[config.mk]
export PLATFORM = sky130hd
export DESIGN_NAME = frame_buffer_arbiter
export DESIGN_NICKNAME = d
export VERILOG_FILES = /design/src/rtl/frame_buffer_arbiter.sv
export SDC_FILE = /design/constraint.sdc
export NUM_CORES = 1
export LEC_CHECK = 0
export ABC_AREA = 1
export CAP_MARGIN = 5
export CORE_UTILIZATION = 32
export CTS_CLUSTER_DIAMETER = 30
export DETAILED_ROUTE_END_ITERATION = 10
export DONT_BUFFER_PORTS = 1
export GPL_ROUTABILITY_DRIVEN = 0
export HOLD_SLACK_MARGIN = 0.12
export SLEW_MARGIN = 30
export SYNTH_ARGS = -nofsm -noshare
export SYNTH_HDL_FRONTEND = slang
export SYNTH_SLANG_ARGS = --single-unit
[constraint.sdc]
create_clock -name clock_200mhz -period 4.95 [get_ports clock_200mhz]
set_input_delay 0.495 -clock clock_200mhz [delete_from_list [all_inputs] [get_ports clock_200mhz]]
set_output_delay 0.495 -clock clock_200mhz [all_outputs]
set_load 0.02 [all_outputs]
[src/rtl/frame_buffer_arbiter.sv]
// Camera-to-SRAM-to-VGA frame buffer controller: buffers camera pixels in a small FIFO,
// arbitrates one single-port SRAM (VGA reads first) and ping-pongs two frame banks.
module frame_buffer_arbiter #(
    parameter int DATA_W       = 16,
    parameter int ADDR_W       = 20,
    parameter int PIX_W        = 19,
    parameter int FRAME_PIXELS = 307200,
    parameter int FIFO_DEPTH   = 16
) (
    input  logic              clock_200mhz,
    input  logic              pin_reset,
    input  logic [1:0]        mode,
    input  logic              start,
    input  logic              stop,
    input  logic              cam_valid,
    input  logic [DATA_W-1:0] cam_data,
    input  logic [PIX_W-1:0]  cam_addr,
    input  logic              cam_frame_done,
    output logic              cam_ready,
    input  logic              vga_req,
    input  logic [PIX_W-1:0]  vga_addr,
    output logic [DATA_W-1:0] vga_data,
    output logic              vga_data_valid,
    output logic [ADDR_W-1:0] sram_address,
    output logic [1:0]        sram_byteenable,
    output logic              sram_read,
    output logic              sram_write,
    output logic [DATA_W-1:0] sram_writedata,
    input  logic [DATA_W-1:0] sram_readdata,
    input  logic              sram_readdatavalid,
    output logic              wr_bank,
    output logic              disp_bank,
    output logic [7:0]        frames_captured,
    output logic              overflow,
    output logic              busy
);

    localparam int PTR_W = $clog2(FIFO_DEPTH);

    typedef enum logic [1:0] {IDLE, ARM, CAPTURE, FLUSH} state_t;

    state_t            state, state_nxt;
    logic [1:0]        mode_q;
    logic              stop_pending;
    logic              arm, push, drop, swap, pop;

    logic [PIX_W-1:0]  fifo_addr [FIFO_DEPTH];
    logic [DATA_W-1:0] fifo_data [FIFO_DEPTH];
    logic [PTR_W:0]    wr_ptr, rd_ptr;
    logic              fifo_full, fifo_empty;
    logic [7:0]        rd_inflight;
    logic              rd_vld_p1;

    function automatic logic [ADDR_W-1:0] bank_base(input logic b);
        bank_base = b ? ADDR_W'(FRAME_PIXELS) : '0;
    endfunction

    assign fifo_empty = (wr_ptr == rd_ptr);
    assign fifo_full  = (wr_ptr[PTR_W] != rd_ptr[PTR_W]) &&
                        (wr_ptr[PTR_W-1:0] == rd_ptr[PTR_W-1:0]);
    assign pop        = !vga_req && !fifo_empty;
    assign busy       = (state != IDLE);

    always_comb begin
        state_nxt = state;
        cam_ready = 1'b0;
        arm       = 1'b0;
        push      = 1'b0;
        drop      = 1'b0;
        swap      = 1'b0;
        case (state)
            IDLE: begin
                if (start && (mode == 2'b01 || mode == 2'b10)) begin
                    arm       = 1'b1;
                    state_nxt = ARM;
                end
            end
            ARM: begin
                if (cam_frame_done) state_nxt = CAPTURE;
            end
            CAPTURE: begin
                cam_ready = !fifo_full;
                push      = cam_valid && !fifo_full;
                drop      = cam_valid && fifo_full;
                if (cam_frame_done) state_nxt = FLUSH;
            end
            FLUSH: begin
                // An empty FIFO here means its last write has already been registered out.
                if (fifo_empty) begin
                    swap      = 1'b1;
                    state_nxt = (mode_q == 2'b01 || stop_pending || stop) ? IDLE : CAPTURE;
                end
            end
            default: state_nxt = IDLE;
        endcase
    end

    always_ff @(posedge clock_200mhz or negedge pin_reset) begin
        if (!pin_reset) begin
            state           <= IDLE;
            mode_q          <= 2'b00;
            stop_pending    <= 1'b0;
            overflow        <= 1'b0;
            wr_bank         <= 1'b0;
            disp_bank       <= 1'b1;
            frames_captured <= 8'd0;
        end else begin
            state <= state_nxt;
            if (arm) begin
                mode_q       <= mode;
                overflow     <= 1'b0;
                stop_pending <= 1'b0;
            end else begin
                if (state != IDLE && stop) stop_pending <= 1'b1;
                if (drop) overflow <= 1'b1;
            end
            if (swap) begin
                disp_bank       <= wr_bank;
                wr_bank         <= ~wr_bank;
                frames_captured <= frames_captured + 8'd1;
            end
        end
    end

    // Stage p0: write FIFO
    always_ff @(posedge clock_200mhz or negedge pin_reset) begin
        if (!pin_reset) begin
            wr_ptr <= '0;
            rd_ptr <= '0;
        end else begin
            if (push) wr_ptr <= wr_ptr + 1'b1;
            if (pop)  rd_ptr <= rd_ptr + 1'b1;
        end
    end

    always_ff @(posedge clock_200mhz) begin
        if (push) begin
            fifo_addr[wr_ptr[PTR_W-1:0]] <= cam_addr;
            fifo_data[wr_ptr[PTR_W-1:0]] <= cam_data;
        end
    end

    // Stage p1: registered SRAM command
    always_ff @(posedge clock_200mhz or negedge pin_reset) begin
        if (!pin_reset) begin
            sram_read       <= 1'b0;
            sram_write      <= 1'b0;
            sram_byteenable <= 2'b00;
            sram_address    <= '0;
            sram_writedata  <= '0;
        end else begin
            sram_read       <= vga_req;
            sram_write      <= pop;
            sram_byteenable <= (vga_req || pop) ? 2'b11 : 2'b00;
            if (vga_req) begin
                sram_address <= ADDR_W'(vga_addr) + bank_base(disp_bank);
            end else if (pop) begin
                sram_address   <= ADDR_W'(fifo_addr[rd_ptr[PTR_W-1:0]]) + bank_base(wr_bank);
                sram_writedata <= fifo_data[rd_ptr[PTR_W-1:0]];
            end
        end
    end

    // Stage p2: read return; returns for reads issued before a reset are not counted and are dropped
    assign rd_vld_p1 = sram_readdatavalid && (rd_inflight != 8'd0);

    always_ff @(posedge clock_200mhz or negedge pin_reset) begin
        if (!pin_reset) begin
            rd_inflight    <= 8'd0;
            vga_data_valid <= 1'b0;
            vga_data       <= '0;
        end else begin
            rd_inflight    <= rd_inflight + {7'd0, sram_read} - {7'd0, rd_vld_p1};
            vga_data_valid <= rd_vld_p1;
            if (rd_vld_p1) vga_data <= sram_readdata;
        end
    end

endmodule

==> summary.txt <==
Status
  – Outcome: finished, final reports clean

Worst setup path
  – Crit path DAT: 4230 ps
  – CP Launch Type: register
  – FF-to-FF path depth: 15
  – CP Capture Type: register
  – Worst reg2reg path endpoint: rd_inflight[6]
  – Reg2reg setup slack: about 1200 ps
  – Crit Path Max Fanout: 18
  – Worst R2R Start: rd_inflight[4]
  – Critical path class: register to register
  – CP Data Required Time: around 5500 ps

Worst hold path
  – Hold path endpoint: sram_address[16]
  – Worst Hold Depth: 4
  – Hold_sp: vga_req
  – Hold Crit Class: input pin to register

Timing
  – Clock Skew: roughly 43 ps
  – # setup viols final: 0
  – Fin crit share: 0.749
  – Fmax: approximately 270 MHz
  – Slew HR: 0.354
  – Min Tclk post-route: approximately 3700 ps
  – Setup TNS: 0 ps
  – RSZ-0062 raised after global routing: false
  – Worst-Margin Slew: about 970 ps
  – Max Slew Vio Count: 0
  – Final hold viol count: 0

GRT
  – Largest net degree at the start of global routing: 159
  – First-pass GRT wire length: approximately 100000 microns
  – Gr usage total: 0.164
  – Vias in the first global route: 16765
  – Initial antenna violation count: 13
  – Total grt overflow: 0

Clock tree
  – H-Tree Depth: 3
  – Worst skew pair latency: approximately 660 ps
  – Reg clk slew, reported paths: approximately 50 ps
  – Root Driver: clkbuf_16
  – CTS tree: done
  – Longest Clk Path Bufs: 3
  – TritonCTS Buffers: 105
  – Clk sinks: 650
  – Setup bufs post-CTS: 0

Placement
  – Placed inst area: around 0.027 sq mm
  – Placed cells: roughly 3000
  – Port Buffers: 0
  – Hpwl dp: roughly 39000 microns

Yosys
  – Synth Net Count: 2105
  – Avg Cell Area, Syn: roughly 13 sq um
  – YS warnings: 0
  – Share of the synthesized area in the top cell type: 0.647
  – Yosys top cell by area: edfxtp_1
  – Main area contributors after synthesis: edfxtp_1 (65%), dfrtp_1 (8.6%), o21ai_0 (5.3%)
  – Mapped Cells: approximately 2000
  – Register area share after synthesis: 0.734
  – Post-Synthesis Cell Area: 0.0260 sq mm
  – #FFs+latches synth: 650
  – Post-synthesis cell type count: 46

Floorplan
  – Initial Util: 0.323
  – # rows: roughly 100
  – Die W: 287 microns
  – Num ports: 150
  – Die area: around 0.082 sq mm
  – Die Ht: approximately 290 microns
  – Total core area: slightly above 0.08 sq mm

Drt
  – Antenna Nets Post-Route: 0
  – Post-DR wirelength/cell: between 20 and 25 microns
  – Final wirelength: ~68000 microns
  – Wire length on met1: 29000 microns
  – Residual DRC: 0
  – Met3 wire length: 5710 microns
  – Vias per inst: between 5 and 6
  – DR WL met2: between 30000 and 40000 microns
  – Vias: around 17000
  – Drt pass-1 iters: 5
  – Max Used Layer: met5
  – DR iter-0 viols: approximately 1400

Finish
  – Filler Cells Inserted: 7420
  – Final Instance Area: 0.0315 sq mm
  – Post-Layout Cell Count: 3234
  – Layout cells sized above 1: 0.118
  – # nets final: 2188
  – Area Overhead vs Synth: 21.2%

Power and ir drop
  – PwrDens: roughly 620 mW/mm^2
  – Peak supply drop: between 0.0004 and 0.0005 V
  – Final Power: between 0.015 and 0.02 W
  – Pleak: about 11 nW

Flow run
  – Max Cap Viol: 0
## cell usage after synthesis (all sizes together)
master	n
or2	3
dfrtp	89
and3	2
a221oi	16
xnor2	7
inv	55
a21oi	36
dfstp	1
nand3	48
clkinv	2
a31oi	5
o21ai	283
clkbuf	64
nor4	1
a21o	2
ha	25
o221ai	50
xor2	19
nand4	18
fa	3
o22ai	79
nand2	185
buf	61
nand3b	1
o211ai	29
edfxtp	560
and2	1
a22o	1
mux2	1
nor3	3
a32o	1
o21bai	1
nor2	345
## placed cells by master, fill, tap and decap left out, types with 36 or more instances in the layout
cell type and n:
o22ai_1 79, clkbuf_16 106, a21oi_1 36, nor2_1 325, inv_1 48, dfrtp_1 86
o21ai_0 276, nand2_1 181, nand3_1 48, edfxtp_1 560, o221ai_1 50, dlygate4sd3_1 71
## timing repair
action | in CTS | in global routing
gates resized for setup | 0 | 0
hold endpoints to repair | 690 | 0
hold buffers | 72 | 0
## state kept, by name, summed over array words and instances, names as in the netlist, 8 cells and up
name and cells:
vga_data 16, sram_writedata 16, rd_inflight 8, fifo_addr 304
fifo_data 256, sram_address 20, frames_captured 8
## where the power goes
group	internal, W	switching [W]
Combinational	0.00149	0.00359
Clock	0.00464	0.00272
Sequential	0.00646	0.000651
## critical path: stages, from the launching register on
cell and delay [ps]:
dfrtp_1 380, inv_1 80, ha_1 160, nand4_1 120, nand2_1 410, clkinv_1 540, ha_1 450, inv_1 60
ha_1 160, inv_1 70, fa_1 430, o21ai_0 320, a21oi_1 120, nor2_1 100, nor2_1 50, xor2_1 140
## how the worst max path moves through the flow
stage,startpoint,to,slack (ps),cells after the start
2_1_floorplan,rd_ptr[4],fifo_addr[0][0],1760,7
3_3_place_gp,rd_inflight[4],rd_inflight[6],1440,15
3_5_place_dp,rd_inflight[3],rd_inflight[6],1260,15
4_1_cts,rd_inflight[3],rd_inflight[6],1230,15
5_1_grt,rd_inflight[4],rd_inflight[6],930,15
6_report,rd_inflight[4],rd_inflight[6],1240,15
## metrics by stage
step | hold WS (ps) | setup slack, ps | util
2_1_floorplan | 199 | 1760 | -
3_3_place_gp | 201 | 1440 | 0.337
3_5_place_dp | 202 | 1260 | 0.337
4_1_cts | 129 | 1230 | 0.391
5_1_grt | 172 | 933 | 0.391
6_report | 164 | 1240 | 0.391
## kinds of logic after synthesis
logic type,Yosys count,synth area share
flip-flops,650,0.734
AND/OR/NAND/NOR,607,0.0959
AO/OA/AOI/OAI,503,0.115
buffers and inverters,182,0.0318
adder cells (fa/ha/maj),28,0.0143
XOR/XNOR,26,0.00876
multiplexers,1,0.000433
## routing by layer
layer / vias to the layer above / track usage
li1: 7554 / -
met1: 8341 / 0.216
met2: 637 / 0.261
met3: 124 / 0.0440
met4: 12 / 0.0559
met5: - / 0
## layout make-up
type                    count  area (sq um)  area share
flip-flops and latches    650         19100       0.606
multi-input cells        1165          6210       0.197
clock buffers             113          2690      0.0854
well taps                1060          1330      0.0421
repair buffers            101          1000      0.0318
clock inverters            84           946      0.0300
inverters                  57           220     0.00700
diodes                      4          10.0    0.000318
No activity file was read; power rests on OpenSTA's default activity.
